==> config.mk <==
export PLATFORM = sky130hd
export DESIGN_NAME = mmio_io_responder
export DESIGN_NICKNAME = d
export VERILOG_FILES = /design/src/rtl/mmio_io_responder.sv
export SDC_FILE = /design/constraint.sdc
export NUM_CORES = 1
export LEC_CHECK = 0
export CORE_ASPECT_RATIO = 1.1
export CORE_MARGIN = 4
export CORE_UTILIZATION = 50
export CTS_CLUSTER_SIZE = 30
export DETAILED_ROUTE_END_ITERATION = 12
export DONT_BUFFER_PORTS = 1
export SETUP_SLACK_MARGIN = 0.5
export SLEW_MARGIN = 20
export SYNTH_ARGS = -nofsm -noshare
export SYNTH_HDL_FRONTEND = slang
export SYNTH_SLANG_ARGS = --single-unit
==> constraint.sdc <==
create_clock -name clk -period 16.65 [get_ports clk]
set_input_delay 1.665 -clock clk [delete_from_list [all_inputs] [get_ports clk]]
set_output_delay 1.665 -clock clk [all_outputs]
set_load 0.005 [all_outputs]
==> src/rtl/mmio_io_responder.sv <==
// Memory-mapped I/O target for LEDs, seven-segment display, switches, buttons and a cycle timer.
// Writes take effect at the request edge. Read data is registered and valid one cycle after the request.
// No wait states: every request is accepted in the cycle it is presented, back-to-back included.
module mmio_io_responder #(
  parameter logic [31:0] BASE_ADDR       = 32'h1000_0000,
  parameter logic [19:0] DEBOUNCE_CYCLES = 20'd500000
) (
  input  logic        clk,
  input  logic        rst,
  input  logic        io_en,
  input  logic [3:0]  io_write_en,
  input  logic [31:0] io_addr,
  input  logic [31:0] io_write_data,
  output logic [31:0] io_read_data,
  output logic        io_hit,
  input  logic [7:0]  switch,
  input  logic [4:0]  btn,
  output logic [7:0]  led,
  output logic [31:0] seg_data
);

  localparam int          NIN      = 13;
  localparam logic [19:0] CNT_LAST = DEBOUNCE_CYCLES - 20'd1;

  localparam logic [5:0] OFF_LED   = 6'h00;
  localparam logic [5:0] OFF_SEG   = 6'h01;
  localparam logic [5:0] OFF_SW    = 6'h02;
  localparam logic [5:0] OFF_BTN   = 6'h03;
  localparam logic [5:0] OFF_EDGE  = 6'h04;
  localparam logic [5:0] OFF_TIMER = 6'h05;

  // Raw inputs packed as {btn, switch} so one synchronizer/debouncer array serves both.
  logic [NIN-1:0] raw;
  logic [NIN-1:0] sync1;
  logic [NIN-1:0] sync2;
  logic [NIN-1:0] deb;
  logic [19:0]    cnt [NIN];

  logic [7:0]  sw_deb;
  logic [4:0]  btn_deb;
  logic [4:0]  btn_deb_q;
  logic [4:0]  edge_flags;
  logic [4:0]  edge_rise;
  logic [4:0]  edge_clr;
  logic [7:0]  led_q;
  logic [31:0] seg_q;
  logic [31:0] timer_q;
  logic [31:0] timer_inc;
  logic [31:0] timer_nxt;

  logic [5:0]  off;
  logic        wr;
  logic        rd;
  logic [31:0] wmask;
  logic [31:0] rd_mux;

  // The two low address bits are don't-care: registers are word-addressed.
  logic unused_addr_lsbs;
  assign unused_addr_lsbs = ^io_addr[1:0];

  assign raw     = {btn, switch};
  assign sw_deb  = deb[7:0];
  assign btn_deb = deb[12:8];

  assign io_hit = io_en && (io_addr[31:8] == BASE_ADDR[31:8]);
  assign off    = io_addr[7:2];
  assign wr     = io_hit && (io_write_en != 4'b0000);
  assign rd     = io_hit && (io_write_en == 4'b0000);
  assign wmask  = {{8{io_write_en[3]}}, {8{io_write_en[2]}},
                   {8{io_write_en[1]}}, {8{io_write_en[0]}}};

  assign led      = led_q;
  assign seg_data = seg_q;

  // Two-flop synchronizer for the asynchronous switch and button pins.
  always_ff @(posedge clk or posedge rst) begin
    if (rst) begin
      sync1 <= '0;
      sync2 <= '0;
    end else begin
      sync1 <= raw;
      sync2 <= sync1;
    end
  end

  // Per-bit debounce: flip only after DEBOUNCE_CYCLES consecutive disagreeing samples.
  always_ff @(posedge clk or posedge rst) begin
    if (rst) begin
      deb <= '0;
      for (int i = 0; i < NIN; i++) cnt[i] <= '0;
    end else begin
      for (int i = 0; i < NIN; i++) begin
        if (sync2[i] == deb[i]) begin
          cnt[i] <= '0;
        end else if (cnt[i] == CNT_LAST) begin
          deb[i] <= ~deb[i];
          cnt[i] <= '0;
        end else begin
          cnt[i] <= cnt[i] + 20'd1;
        end
      end
    end
  end

  // Rising edges are detected against last cycle's debounced value; a set beats a same-cycle clear.
  assign edge_rise = btn_deb & ~btn_deb_q;
  assign edge_clr  = (wr && off == OFF_EDGE && io_write_en[0]) ? io_write_data[4:0] : 5'b0;

  // Sticky button edge flags with write-one-to-clear.
  always_ff @(posedge clk or posedge rst) begin
    if (rst) begin
      btn_deb_q  <= '0;
      edge_flags <= '0;
    end else begin
      btn_deb_q  <= btn_deb;
      edge_flags <= (edge_flags & ~edge_clr) | edge_rise;
    end
  end

  // Strobed timer bytes take the write data; the rest follow the increment.
  assign timer_inc = timer_q + 32'd1;
  assign timer_nxt = (wr && off == OFF_TIMER) ?
                     ((timer_inc & ~wmask) | (io_write_data & wmask)) : timer_inc;

  // Writable registers: LED, seven-segment word and the free-running timer.
  always_ff @(posedge clk or posedge rst) begin
    if (rst) begin
      led_q   <= '0;
      seg_q   <= '0;
      timer_q <= '0;
    end else begin
      timer_q <= timer_nxt;
      if (wr && off == OFF_LED && io_write_en[0]) led_q <= io_write_data[7:0];
      if (wr && off == OFF_SEG) seg_q <= (seg_q & ~wmask) | (io_write_data & wmask);
    end
  end

  // Read-data select; unmapped offsets return zero.
  always_comb begin
    rd_mux = '0;
    case (off)
      OFF_LED:   rd_mux = {24'h0, led_q};
      OFF_SEG:   rd_mux = seg_q;
      OFF_SW:    rd_mux = {24'h0, sw_deb};
      OFF_BTN:   rd_mux = {27'h0, btn_deb};
      OFF_EDGE:  rd_mux = {27'h0, edge_flags};
      OFF_TIMER: rd_mux = timer_q;
      default:   rd_mux = '0;
    endcase
  end

  // Registered load data; zero in every cycle without a read hit.
  always_ff @(posedge clk or posedge rst) begin
    if (rst) begin
      io_read_data <= '0;
    end else if (rd) begin
      io_read_data <= rd_mux;
    end else begin
      io_read_data <= '0;
    end
  end

endmodule

==> flow_summary.ini <==
[worst_setup_path]
critPathKind = input port to output pin
required_ps = 14980
max_stage_delay_ps = 360
crit_start = io_addr[29]
crit_chain = nor4b_1, nand3_2, nor2_4
crit_buf_inv = 0
crit_fanout = 8
r2r-start = timer_q[12]
cp-start-kind = input port
cp-end-kind = output pin
crit_slowest_cell = nor4b_1
critical_path.top_delay_family = simple AND/OR/NAND/NOR gates
worst_ep_arrival_time_ps = 2680

[synth]
netlist_area_um2 = 19300
syn_inst = 1831
synth_top_area_share_pct = 53.6
synth_nets = 1929
ys_ff_latch = 413
ys_warn_count = 0
yosysUniqueCellTypes = 49
ys_seq_area_share_pct = 53.6
synth_largest_area_cell = dfrtp_1
synthTopCellsByArea = dfrtp_1 (54%), nor2_1 (7.0%), xnor2_1 (6.8%)
avgSynthCellArea_um2 = 10.5

[timing]
worst_clock_skew_ps = 14.4
period_minus_slack_ps = 4350
relSlewSlack_pct = 22.6
worst_slew_pin_slew_ps = 1160
fin_crit_sh_pct = 26.1
rsz0062_at_grt = false
maxSlewViolCount = 0
fin_ws_ps = 12300
hold_viol_final = 0
setup_violations = 0
setup_tns_ps = 0
whs_ps = 347
max_freq_mhz = 230

[final_layout]
layout-drive-gt1-share_pct = 10.4
n_antenna_cell = 0
final_nets = 1922
area_growth_pct = 10.0
fin_cells = 2360

[detailed_routing]
wl_per_cell_um = 16.6
wl_um = 39300
drc = 0
ant_nets = 0
viasPerCell = 5.41
drt_pass1_iterations = 5
drt_iter0_markers = 644
num_vias = 12800

[floorplan]
die_height_um = 214
io_pins = 157
start_util_pct = 50.6
rows = 75
die-area_um2 = 41700
core_um2 = 38100
die_x_um = 195

[place]
post-place-cells = 2277
numPortBuffers = 0
dp_hpwl_um = 26600
dp_slack_ps = 12340
gp_congestion = 0.800

[job]
cap_violations = 0

[clock_tree]
ctsHoldBuffers = 0
cts_root_buf = clkbuf_16
cts_max_path_buffers = 3
clock_sinks = 413
htree_levels = 2
cts_buffers = 45
clk-insertion-delay-late_ps = 570
clk_pin_slew_ps = 60
ctsResizeCount = 0
post_cts_buffers = 0
cts_tree = done

[hold_path]
hp-start = sync1[7]
hold_path.class = flop to flop

[power]
cellPowerDensity_nw_per_um2 = 101
p_leak_nw = 8.87
vdd_drop_max_uv = 84.0

[grt]
grt_first_pass_wirelength_um = 65400
grt_use_total_pct = 18.7
antenna_found_initial = 0
grt_max_degree = 179
grt_pass1_vias = 12800
grt_overflow = 0

[outcome]
outcome = finished clean
-- where the power goes --
group,total (mW),internal [mW],leakage [nW],switching [mW]
Combinational,0.0518,0.0129,2.43,0.0389
Clock,1.07,0.654,0.787,0.413
Sequential,1.02,1.01,5.65,0.00987
-- routing by layer --
layer | routed length (um) | GRT usage [%] | share of wire (%) | up-vias
met2 | 18300 | 29.8 | 47 | 175
met3 | 1740 | 3.77 | 4.4 | 66
met4 | 848 | 5.32 | 2.2 | 0
met5 | 0 | 0 | 0 | -
li1 | - | - | - | 6206
met1 | 18400 | 26.5 | 47 | 6330
-- final cells by class --
| type | instances | area, um2 |
|---|---|---|
| Clock buffer | 62 | 1330 |
| Clock inverter | 21 | 277 |
| Fill cell | 3386 | 16900 |
| Inverter | 50 | 195 |
| Multi-Input combinational cell | 1311 | 8400 |
| Sequential cell | 413 | 10300 |
| Tap cell | 500 | 626 |
| Timing Repair Buffer | 3 | 35.0 |
-- path summary, 6_finish.rpt --
| kind | to | slack [ps] | depth (start not counted) |
|---|---|---|---|
| max in group asynchronous | async pin | 14140 | 2 |
| setup / recovery | io_hit | 12300 | 3 |
| min in group asynchronous | async pin | 1080 | 1 |
| setup reg to reg | timer_q[25] | 14370 | 5 |
| hold reg to reg | sync2[7] | 350 | 0 |
| hold / removal | sync2[7] | 350 | 0 |
-- synth_stat cells (all sizes together) --
| master | number |
|---|---|
| clkbuf | 22 |
| nand2 | 123 |
| buf | 35 |
| nor4 | 47 |
| inv | 50 |
| and4 | 11 |
| nand3 | 116 |
| nand2b | 1 |
| mux2i | 6 |
| dfrtp | 413 |
| xor2 | 128 |
| or3 | 13 |
| a21oi | 5 |
| mux2 | 69 |
| nor3 | 53 |
| or2 | 17 |
| o21ai | 23 |
| and4b | 1 |
| and2 | 6 |
| nand4 | 69 |
| a22o | 8 |
| o22a | 1 |
| ha | 14 |
| nor2 | 361 |
| or3b | 1 |
| or4 | 6 |
| a31oi | 1 |
| xnor2 | 149 |
| a22oi | 31 |
| a2111oi | 1 |
| nor4b | 15 |
| and3 | 31 |
| o22ai | 4 |
-- per-stage QoR --
step | power, mW | instance area, um2 | util (%)
after floorplan | 1.09 | 19300 | -
after global placement | 1.10 | 19600 | 51.4
after detailed placement | 1.10 | 19600 | 51.4
after CTS | 2.18 | 21200 | 55.6
after global routing | 2.22 | 21200 | 55.6
final | 2.14 | 21200 | 55.6
-- flip-flops by register name (all words and copies together), names as in the netlist, named ones only --
signal        flops
io_read_data     32
btn_deb_q         5
sync1            13
timer_q          32
sync2            13
edge_flags        5
cnt             260
deb              13
led               8
-- cell usage in the layout, fill, tap and decap left out, types with 29 or more instances in the layout --
| master | synthesis | final |
|---|---|---|
| nand4_1 | 68 | 68 |
| mux2_2 | 29 | 29 |
| nand2_1 | 123 | 123 |
| xnor2_1 | 149 | 149 |
| dfrtp_1 | 413 | 413 |
| a22oi_1 | 31 | 31 |
| clkbuf_16 | 0 | 47 |
| nand3_1 | 113 | 113 |
| mux2_4 | 40 | 40 |
| inv_1 | 50 | 49 |
| xor2_1 | 128 | 128 |
| nor3_1 | 53 | 53 |
| nor2_1 | 359 | 359 |
| nor4_1 | 39 | 39 |
-- kinds of logic after synthesis --
| logic type | count (synthesis) | synth area share [%] |
|---|---|---|
| adders and majority gates | 14 | 0.909 |
| buffers and inverters | 107 | 2.77 |
| and+or+nand+nor | 871 | 22.4 |
| xor gates and xnor gates | 277 | 12.6 |
| DFF | 413 | 53.6 |
| AOI/OAI and AO/OA | 74 | 2.55 |
| muxes | 75 | 5.12 |
No activity file was read; power rests on OpenSTA's default activity.
